<file path="config.mk">
export PLATFORM = sky130hd
export DESIGN_NAME = instr_fetch_unit_flat
export DESIGN_NICKNAME = d
export VERILOG_FILES = /design/src/rtl/legv8_pkg.sv /design/src/rtl/instr_fetch_unit_if.sv /design/src/rtl/fetch_pc_reg.sv /design/src/rtl/instr_fetch_unit.sv /design/src/flat_wrapper.sv
export SDC_FILE = /design/constraint.sdc
export NUM_CORES = 1
export LEC_CHECK = 0
export ABC_AREA = 1
export CAP_MARGIN = 20
export CORE_MARGIN = 3
export CORE_UTILIZATION = 60
export DETAILED_ROUTE_END_ITERATION = 10
export DONT_BUFFER_PORTS = 1
export PLACE_DENSITY = 0.76
export SETUP_SLACK_MARGIN = 0.02
export SLEW_MARGIN = 10
export SYNTH_ARGS = -nofsm -noshare
export SYNTH_HDL_FRONTEND = slang
export SYNTH_HIERARCHICAL = 1
export SYNTH_SLANG_ARGS = --single-unit
</file>
<file path="constraint.sdc">
create_clock -name clk -period 2.7 [get_ports clk]
set_clock_uncertainty 0.2 [all_clocks]
set_input_delay 0.54 -clock clk [delete_from_list [all_inputs] [get_ports clk]]
set_output_delay 0.54 -clock clk [all_outputs]
set_load 0.02 [all_outputs]
</file>
<file path="src/rtl/legv8_pkg.sv">
// Shared LEGv8 constants and the instruction-fetch state encoding.
package legv8_pkg;
    localparam int INSTR_W    = 32;
    localparam int OPCODE_W   = 10;
    localparam int OPCODE_LSB = 22;
    localparam int PC_INC     = 4;

    typedef enum logic [1:0] {
        IDLE = 2'd0,
        REQ  = 2'd1,
        HOLD = 2'd2
    } fetch_state_e;
endpackage

</file>
<file path="src/rtl/instr_fetch_unit_if.sv">
// Fetch-unit bus: instruction-memory request/ack, decode valid/ready and branch redirect.
interface instr_fetch_unit_if #(
    parameter int PC_W = 64
);
    logic                            imem_req;
    logic [PC_W-1:0]                 imem_addr;
    logic                            imem_ack;
    logic [legv8_pkg::INSTR_W-1:0]   imem_rdata;
    logic                            instr_valid;
    logic                            instr_ready;
    logic [legv8_pkg::INSTR_W-1:0]   instr;
    logic [legv8_pkg::OPCODE_W-1:0]  opcode;
    logic [PC_W-1:0]                 pc_out;
    logic                            branch_taken;
    logic [PC_W-1:0]                 branch_target;

    modport master (
        output imem_req, imem_addr,
        input  imem_ack, imem_rdata,
        output instr_valid, instr, opcode, pc_out,
        input  instr_ready,
        input  branch_taken, branch_target
    );

    modport slave (
        input  imem_req, imem_addr,
        output imem_ack, imem_rdata,
        input  instr_valid, instr, opcode, pc_out,
        output instr_ready,
        output branch_taken, branch_target
    );
endinterface

</file>
<file path="src/rtl/fetch_pc_reg.sv">
// Program counter register with its next-PC mux (hold / PC+4 / word-aligned target).
module fetch_pc_reg
    import legv8_pkg::*;
#(
    parameter int              PC_W     = 64,
    parameter logic [PC_W-1:0] RESET_PC = '0
) (
    input  logic            clk,
    input  logic            rst_n,
    input  logic            load_target,
    input  logic            increment,
    input  logic [PC_W-1:0] target,
    output logic [PC_W-1:0] pc,
    output logic [PC_W-1:0] pc_next
);
    logic [PC_W-1:0] pc_q;
    logic [PC_W-1:0] pc_d;

    // A redirect always wins over the sequential increment; the add wraps silently.
    always_comb begin
        pc_d = pc_q;
        if (load_target) begin
            pc_d = target & ~PC_W'(3);
        end else if (increment) begin
            pc_d = pc_q + PC_W'(PC_INC);
        end
    end

    always_ff @(posedge clk) begin
        if (!rst_n) begin
            pc_q <= RESET_PC;
        end else begin
            pc_q <= pc_d;
        end
    end

    assign pc      = pc_q;
    assign pc_next = pc_d;
endmodule

</file>
<file path="src/rtl/instr_fetch_unit.sv">
// Sequential LEGv8 instruction fetch: IDLE/REQ/HOLD FSM, flush tracking and decode-side output registers.
module instr_fetch_unit
    import legv8_pkg::*;
#(
    parameter int              PC_W     = 64,
    parameter logic [PC_W-1:0] RESET_PC = '0
) (
    input  logic                clk,
    input  logic                rst_n,
    input  logic                run,
    instr_fetch_unit_if.master  bus
);
    localparam logic [1:0] ST_IDLE = IDLE;
    localparam logic [1:0] ST_REQ  = REQ;
    localparam logic [1:0] ST_HOLD = HOLD;

    logic [1:0]         state_q, state_d;
    logic               flush_q, flush_d;
    logic [PC_W-1:0]    addr_q, addr_d;
    logic [PC_W-1:0]    pc_out_q, pc_out_d;
    logic [INSTR_W-1:0] instr_q, instr_d;
    logic [PC_W-1:0]    pc;
    logic [PC_W-1:0]    pc_next;
    logic               accept;
    logic               pc_inc;

    assign accept = (state_q == ST_HOLD) && bus.instr_ready;
    assign pc_inc = accept && !bus.branch_taken;

    fetch_pc_reg #(
        .PC_W     (PC_W),
        .RESET_PC (RESET_PC)
    ) u_pc (
        .clk         (clk),
        .rst_n       (rst_n),
        .load_target (bus.branch_taken),
        .increment   (pc_inc),
        .target      (bus.branch_target),
        .pc          (pc),
        .pc_next     (pc_next)
    );

    always_comb begin
        state_d  = state_q;
        flush_d  = flush_q;
        instr_d  = instr_q;
        pc_out_d = pc_out_q;
        // The request address is frozen while a request is outstanding, even if the PC is redirected.
        addr_d   = (state_q == ST_REQ && !bus.imem_ack) ? addr_q : pc_next;
        case (state_q)
            ST_IDLE: begin
                if (run) begin
                    state_d = ST_REQ;
                end
            end
            ST_REQ: begin
                if (bus.imem_ack) begin
                    flush_d = 1'b0;
                    if (flush_q || bus.branch_taken) begin
                        state_d = ST_REQ;
                    end else begin
                        instr_d  = bus.imem_rdata;
                        pc_out_d = pc;
                        state_d  = ST_HOLD;
                    end
                end else if (bus.branch_taken) begin
                    flush_d = 1'b1;
                end
            end
            ST_HOLD: begin
                if (accept) begin
                    state_d = run ? ST_REQ : ST_IDLE;
                end else if (bus.branch_taken) begin
                    state_d = ST_REQ;
                end
            end
            default: state_d = ST_IDLE;
        endcase
    end

    always_ff @(posedge clk) begin
        if (!rst_n) begin
            state_q  <= ST_IDLE;
            flush_q  <= 1'b0;
            addr_q   <= RESET_PC;
            pc_out_q <= RESET_PC;
            instr_q  <= '0;
        end else begin
            state_q  <= state_d;
            flush_q  <= flush_d;
            addr_q   <= addr_d;
            pc_out_q <= pc_out_d;
            instr_q  <= instr_d;
        end
    end

    assign bus.imem_req    = (state_q == ST_REQ);
    assign bus.imem_addr   = addr_q;
    assign bus.instr_valid = (state_q == ST_HOLD);
    assign bus.instr       = instr_q;
    assign bus.opcode      = instr_q[OPCODE_LSB +: OPCODE_W];
    assign bus.pc_out      = pc_out_q;
endmodule

</file>
<file path="src/flat_wrapper.sv">
// flat-port wrapper written by rule: the top's interface ports become plain ports
module instr_fetch_unit_flat import legv8_pkg::*;
#(
    parameter int              PC_W     = 64,
    parameter logic [PC_W-1:0] RESET_PC = '0
)
  (clk, rst_n, run, bus_imem_req, bus_imem_addr, bus_imem_ack, bus_imem_rdata, bus_instr_valid, bus_instr, bus_opcode, bus_pc_out, bus_instr_ready, bus_branch_taken, bus_branch_target);
  instr_fetch_unit_if #(.PC_W(PC_W)) bus_i ();
  input  logic clk;
  input  logic rst_n;
  input  logic run;
  output wire logic [$bits(bus_i.imem_req)-1:0] bus_imem_req;
  output wire logic [$bits(bus_i.imem_addr)-1:0] bus_imem_addr;
  input wire logic [$bits(bus_i.imem_ack)-1:0] bus_imem_ack;
  input wire logic [$bits(bus_i.imem_rdata)-1:0] bus_imem_rdata;
  output wire logic [$bits(bus_i.instr_valid)-1:0] bus_instr_valid;
  output wire logic [$bits(bus_i.instr)-1:0] bus_instr;
  output wire logic [$bits(bus_i.opcode)-1:0] bus_opcode;
  output wire logic [$bits(bus_i.pc_out)-1:0] bus_pc_out;
  input wire logic [$bits(bus_i.instr_ready)-1:0] bus_instr_ready;
  input wire logic [$bits(bus_i.branch_taken)-1:0] bus_branch_taken;
  input wire logic [$bits(bus_i.branch_target)-1:0] bus_branch_target;
  assign bus_imem_req = bus_i.imem_req;
  assign bus_imem_addr = bus_i.imem_addr;
  assign bus_i.imem_ack = bus_imem_ack;
  assign bus_i.imem_rdata = bus_imem_rdata;
  assign bus_instr_valid = bus_i.instr_valid;
  assign bus_instr = bus_i.instr;
  assign bus_opcode = bus_i.opcode;
  assign bus_pc_out = bus_i.pc_out;
  assign bus_i.instr_ready = bus_instr_ready;
  assign bus_i.branch_taken = bus_branch_taken;
  assign bus_i.branch_target = bus_branch_target;
  instr_fetch_unit #(.PC_W(PC_W), .RESET_PC(RESET_PC)) u_core (.clk(clk), .rst_n(rst_n), .run(run), .bus(bus_i));
endmodule
</file>
# Word level (Yosys, flattened, before mapping)
# Index checks and enable logic that the tools add are counted.
[totals]
register_bits = 227
latchBits = 0
mem_bits_rw = 0
romBits = 0
inputBits = 102
output_inout_bits = 172
elab_cells = 35
mem_count = 0
[classes]
addsub = 1
n_mul = 0
div_mod_pow = 0
magnitude_cmp = 0
eq_ne = 5
shifts = 0
n_mux = 11
n_bitwise = 1
n_reduce_logical = 11
[ops]
columns = ["op", "count"]
rows = [
  ["$mux 64", 2],
  ["$add 64x3->64 const B", 1],
  ["$mux 2", 5],
  ["$pmux 2 s3", 1],
  ["$reduce_and 3->1", 2],
  ["$logic_and 1x1->1", 3],
  ["$mux 1", 3],
  ["$ne 3x1->1 const B", 1],
  ["$eq 2x1->1 const B", 1],
  ["$eq 2x2->1 const B", 1],
  ["$logic_not 1->1", 2],
  ["$logic_not 2->1", 1],
  ["$ne 2x1->1 const B", 1],
  ["$ne 2x2->1 const B", 1],
  ["$reduce_and 2->1", 1],
  ["$reduce_bool 2->1", 1],
  ["$logic_or 1x1->1", 1],
  ["$not 1->1", 1],
]

# Depth between registers and ports, before layout
[depth]
ltp_word = 5
mapped_depth = 16

# By module
# The synthesis kept the hierarchy.
[modules_own_cells]
columns = ["mod", "instances", "cells_each", "area_per_inst_um2", "seq_area_each_um2"]
rows = [
  ["instr_fetch_unit", 1, 745, 5863.1, 3263.1],
  ["fetch_pc_reg", 1, 776, 4638.2, 1281.2],
]

# Least setup slack after synthesis
# Ideal clock, no wire load.
[synth_path]
kind = "input port to flip-flop"
from = "input bus_branch_taken"
to = "register u_core.addr_q[61] (netlist: u_core/bus.imem_addr[61])"
t_arrival_ns = 1.911
required_ns = 2.368
setup_slack_ns = 0.457
stages = 16
cell_sequence = "inv_1 nand3_1 nor2_1 nand2_1 nor2_4 nand2_4 nor2_8 nand2_4 nor2_8 nand3_1 nand2_1 nand3_1 nand2_1 inv_1 nand2_1 a21oi_1"
[synth_via]
elab_chain_len = 4
[synth_lines]
columns = ["element", "line", "text"]
rows = [
  ["start: declaration", "flat_wrapper.sv:21", "input wire logic [$bits(bus_i.branch_taken)-1:0] bus_branch_taken;"],
  ["$logic_not 1->1", "instr_fetch_unit.sv:28", "assign pc_inc = accept && !bus.branch_taken;"],
  ["$logic_and 1x1->1", "instr_fetch_unit.sv:28", ""],
  ["via u_core.pc_inc", "instr_fetch_unit.sv:25", "logic pc_inc;"],
  ["$mux 64", "fetch_pc_reg.sv:24", "end else if (increment) begin"],
  ["$mux 64", "fetch_pc_reg.sv:22", "if (load_target) begin"],
  ["via u_core.pc_next[61]", "instr_fetch_unit.sv:23", "logic [PC_W-1:0] pc_next;"],
  ["end signal: assignment", "instr_fetch_unit.sv:91", "addr_q <= addr_d;"],
  ["end: declaration", "instr_fetch_unit.sv:19", "logic [PC_W-1:0] addr_q, addr_d;"],
]
# The timed path passes the listed nets, and every way through them passes these cells.
# A chain may end at the register's enable or synchronous reset.

# Worst setup path in the final report
[layout_path]
from = "register u_core.state_q[0]"
to = "register u_core.addr_q[38] (netlist: u_core/bus.imem_addr[38])"
[layout_via]
elab_chain_len = 5
elab_cells_between_ends = 7
cone_classes = "eq/ne (2); mux (2); reduce/logical (3)"
[layout_lines]
columns = ["element", "line", "text"]
rows = [
  ["start: declaration", "instr_fetch_unit.sv:17", "logic [1:0] state_q, state_d;"],
  ["start signal: assignment", "instr_fetch_unit.sv:89", "state_q <= state_d;"],
  ["$eq 2x2->1", "instr_fetch_unit.sv:27", "assign accept = (state_q == ST_HOLD) && bus.instr_ready;"],
  ["$logic_and 1x1->1", "instr_fetch_unit.sv:27", ""],
  ["$logic_and 1x1->1", "instr_fetch_unit.sv:28", ""],
  ["via u_core.pc_inc", "instr_fetch_unit.sv:25", ""],
  ["$mux 64", "fetch_pc_reg.sv:24", ""],
  ["$mux 64", "fetch_pc_reg.sv:22", ""],
  ["via u_core.pc_next[38]", "instr_fetch_unit.sv:23", ""],
]
# The timed path passes the listed nets, and every way through them passes these cells.

==> impl_metrics.env <==
export IMPL_cts_root_buf="clkbuf_16"
export IMPL_drt_iter0_markers=1132
export IMPL_finalSetupViolCount=0
export IMPL_routed_wl_mm=34.7
export IMPL_die_x_um=138
export IMPL_worstSetupEndpointType="register"
export IMPL_yosysSeqAreaShare_pct=43.3
export IMPL_arrival_ns=2.74
export IMPL_min_delay_start="bus_imem_rdata[2]"
export IMPL_syn_nets=1624
export IMPL_grt_max_degree=68
export IMPL_wl_per_cell_um=19.6
export IMPL_dpl_hpwl_mm=23.7
export IMPL_rr_startpoint="u_core/state_q[0]"
export IMPL_initial_core_util_pct=62.2
export IMPL_p_per_area_nw_per_um2=676
export IMPL_cts_sinks=227
export IMPL_numCtsBuffers=24
export IMPL_ys_types=43
export IMPL_grt_pass1_wl_mm=53.7
export IMPL_die_area_um2=19100
export IMPL_min_period_ns=2.49
export IMPL_ant_nets=0
export IMPL_wl_met1_mm=14.5
export IMPL_grt_total_usage_pct=34.5
export IMPL_cts_tree="done"
export IMPL_cp_startpoint="u_core/state_q[0]"
export IMPL_synth_seq_cells=227
export IMPL_antenna_found_initial=0
export IMPL_syn_area_per_cell_um2=6.90
export IMPL_io_buffers=0
export IMPL_viasPerCell=5.92
export IMPL_wl_met3_mm=4.72
export IMPL_chipHeight_um=138
export IMPL_num_io_pins=274
export IMPL_cap_violations=0
export IMPL_worstMarginPinSlew_ns=1.09
export IMPL_fp_row_count=47
export IMPL_rsz0062_at_grt="false"
export IMPL_htree_levels=1
export IMPL_leakagePower_nw=4.89
export IMPL_required_ns=2.95
export IMPL_fillCellCount=1458
export IMPL_slew_headroom_pct=27.2
export IMPL_clkTransAtPathRegs_ns=0.06
export IMPL_ir_drop_mv=0.673
export IMPL_areaGrowthSynthToFinish_pct=13.0
export IMPL_status="finished, final reports clean"
export IMPL_finalHoldViolations=0
export IMPL_synth_area_um2=10500
export IMPL_gp_congestion=0.940
export IMPL_tns_ns=0
export IMPL_syn_instance_count=1521
export IMPL_top_layer_used="met4"
export IMPL_hp_class="in2reg"
export IMPL_drive_gt1_share_pct=9.36
export IMPL_period_share_pct=92.3
export IMPL_start_kind="register"
export IMPL_slew_viol_final=0
export IMPL_total_power_w=0.00802
export IMPL_grt_ovfl_total=0
export IMPL_n_antenna_cell=0
export IMPL_met2WireLength_mm=14.7
export IMPL_firstDrtPassIters=6
export IMPL_first_global_vias=9410
export IMPL_placedCellCount=1680
export IMPL_max_clock_freq_mhz=401
export IMPL_synth_warnings=6
export IMPL_critPathMaxFanout=6
export IMPL_critPathKind="reg2reg"
export IMPL_vias=10500
export IMPL_clk_latency_ns=0.53
export IMPL_finalNetCount=1635
export IMPL_cts_max_path_buffers=3
export IMPL_instances_no_fill=1769
export IMPL_core_um2=16900
export IMPL_drc=0
export IMPL_postLayoutCoreUtil_pct=70.3
per-layer routing:
metal  vias up  global-route usage, %
li1       4933                      -
met1      4786                   50.1
met2       691                   50.8
met3        62                   10.2
met4         0                   8.32
met5         -                      0
sequential cells by signal, summed over array words and instances (netlist names):
name and flops:
u_core/bus.imem_addr 64, u_core/bus.instr 32, u_core/bus.pc_out 64, u_core/flush_q 1, u_core/state_q 2, u_core/u_pc/pc 64
report_power, final:
part | internal [W] | leakage (nW) | switching, W | total (W)
combinational | 0.000300 | 2.64 | 0.000533 | 0.000834
sequential | 0.00356 | 1.86 | 0.000396 | 0.00396
clock | 0.00187 | 0.391 | 0.00136 | 0.00323
worst max-delay path, cell delays in order (launching register included):
cell	delay, ns
dfxtp_2	0.35
inv_1	0.08
nand3_1	0.08
nor2_1	0.11
buf_4	0.17
buf_4	0.14
buf_4	0.13
nand2_1	0.08
nor2_2	0.10
nand2_1	0.06
nor2_1	0.24
or2_2	0.17
nand3_1	0.09
nand2_1	0.17
nand2_1	0.07
a21oi_1	0.17
worst paths after layout:
path / to / slack (ns) / cells past startpoint
worst min-delay path: u_core/bus.instr[2] / 0.01 / 2
worst max-delay path: u_core/bus.imem_addr[38] / 0.21 / 15
worst max register to register: u_core/bus.imem_addr[38] / 0.21 / 15
worst min register to register: u_core/flush_q / 0.27 / 2
cell usage after synthesis, drive strengths merged:
cell / count / area [µm²]
o211ai: 1 / 7.51
ha: 1 / 12.5
nand3b: 9 / 67.6
o21bai: 6 / 45.0
and2: 3 / 18.8
xnor2: 3 / 26.3
o21a: 1 / 7.51
buf: 46 / 283
nand2: 325 / 1270
clkbuf: 43 / 164
a31o: 1 / 8.76
nor2: 316 / 1320
or2: 17 / 106
inv: 92 / 345
a21oi: 117 / 601
nand3: 154 / 786
xor2: 9 / 86.3
nor3b: 1 / 7.51
and3: 1 / 6.26
clkinv: 1 / 5.00
nor3: 19 / 111
a211oi: 1 / 7.51
dfxtp: 227 / 4540
o21ai: 112 / 564
nand4: 15 / 93.8
cell usage in the layout (no fill, tap or decap), types with 5 or more instances in the layout:
master	instances
o21ai_0	89
nand2_4	6
inv_1	84
nor2_4	6
nor3_1	17
clkinv_2	8
nand3_1	150
or2_2	16
buf_12	7
nand2_1	316
nor2_2	13
inv_2	8
nor2_1	293
xor2_1	8
a21oi_1	113
o21ai_1	22
dfxtp_1	226
nand3b_1	9
clkbuf_8	5
buf_4	26
dlygate4sd3_1	41
o21bai_1	6
clkbuf_16	24
nand4_1	15
timing repair:
item | in CTS | in global routing
setup buffers | 0 | 3
setup endpoints to repair | 0 | 4
hold endpoints to repair | 81 | 0
hold buffers | 43 | 0
gates resized for setup | 0 | 3
through the flow:
step | hold WS, ns | setup slack, ns | instance area [µm²]
after floorplan | 0.233 | 0.457 | 10500
after global placement | 0.247 | 0.151 | 10600
after detailed placement | 0.263 | 0.126 | 10600
after CTS | 0.00000711 | 0.249 | 11800
after global routing | 0.00630 | 0.0348 | 11900
final | 0.0104 | 0.209 | 11900
cells by family after synthesis:
| logic type | after synthesis | synth area share, % |
|---|---|---|
| AO/OA/AOI/OAI | 239 | 11.8 |
| buffers and inverters | 182 | 7.59 |
| adder cells (fa/ha/maj) | 1 | 0.119 |
| flip-flops | 227 | 43.3 |
| AND/OR/NAND/NOR | 860 | 36.1 |
| XOR/XNOR | 12 | 1.07 |
layout make-up:
cell class / count / area, µm² / share of cell area [%]
clock buffer: 31 / 677 / 5.70
clock inverter: 12 / 106 / 0.896
inverter: 93 / 350 / 2.95
multi-input combinational: 1112 / 5170 / 43.6
sequential: 227 / 4550 / 38.3
tap: 220 / 275 / 2.32
timing repair buffer: 74 / 746 / 6.28
Note: power is estimated with default switching activity, not from simulation.
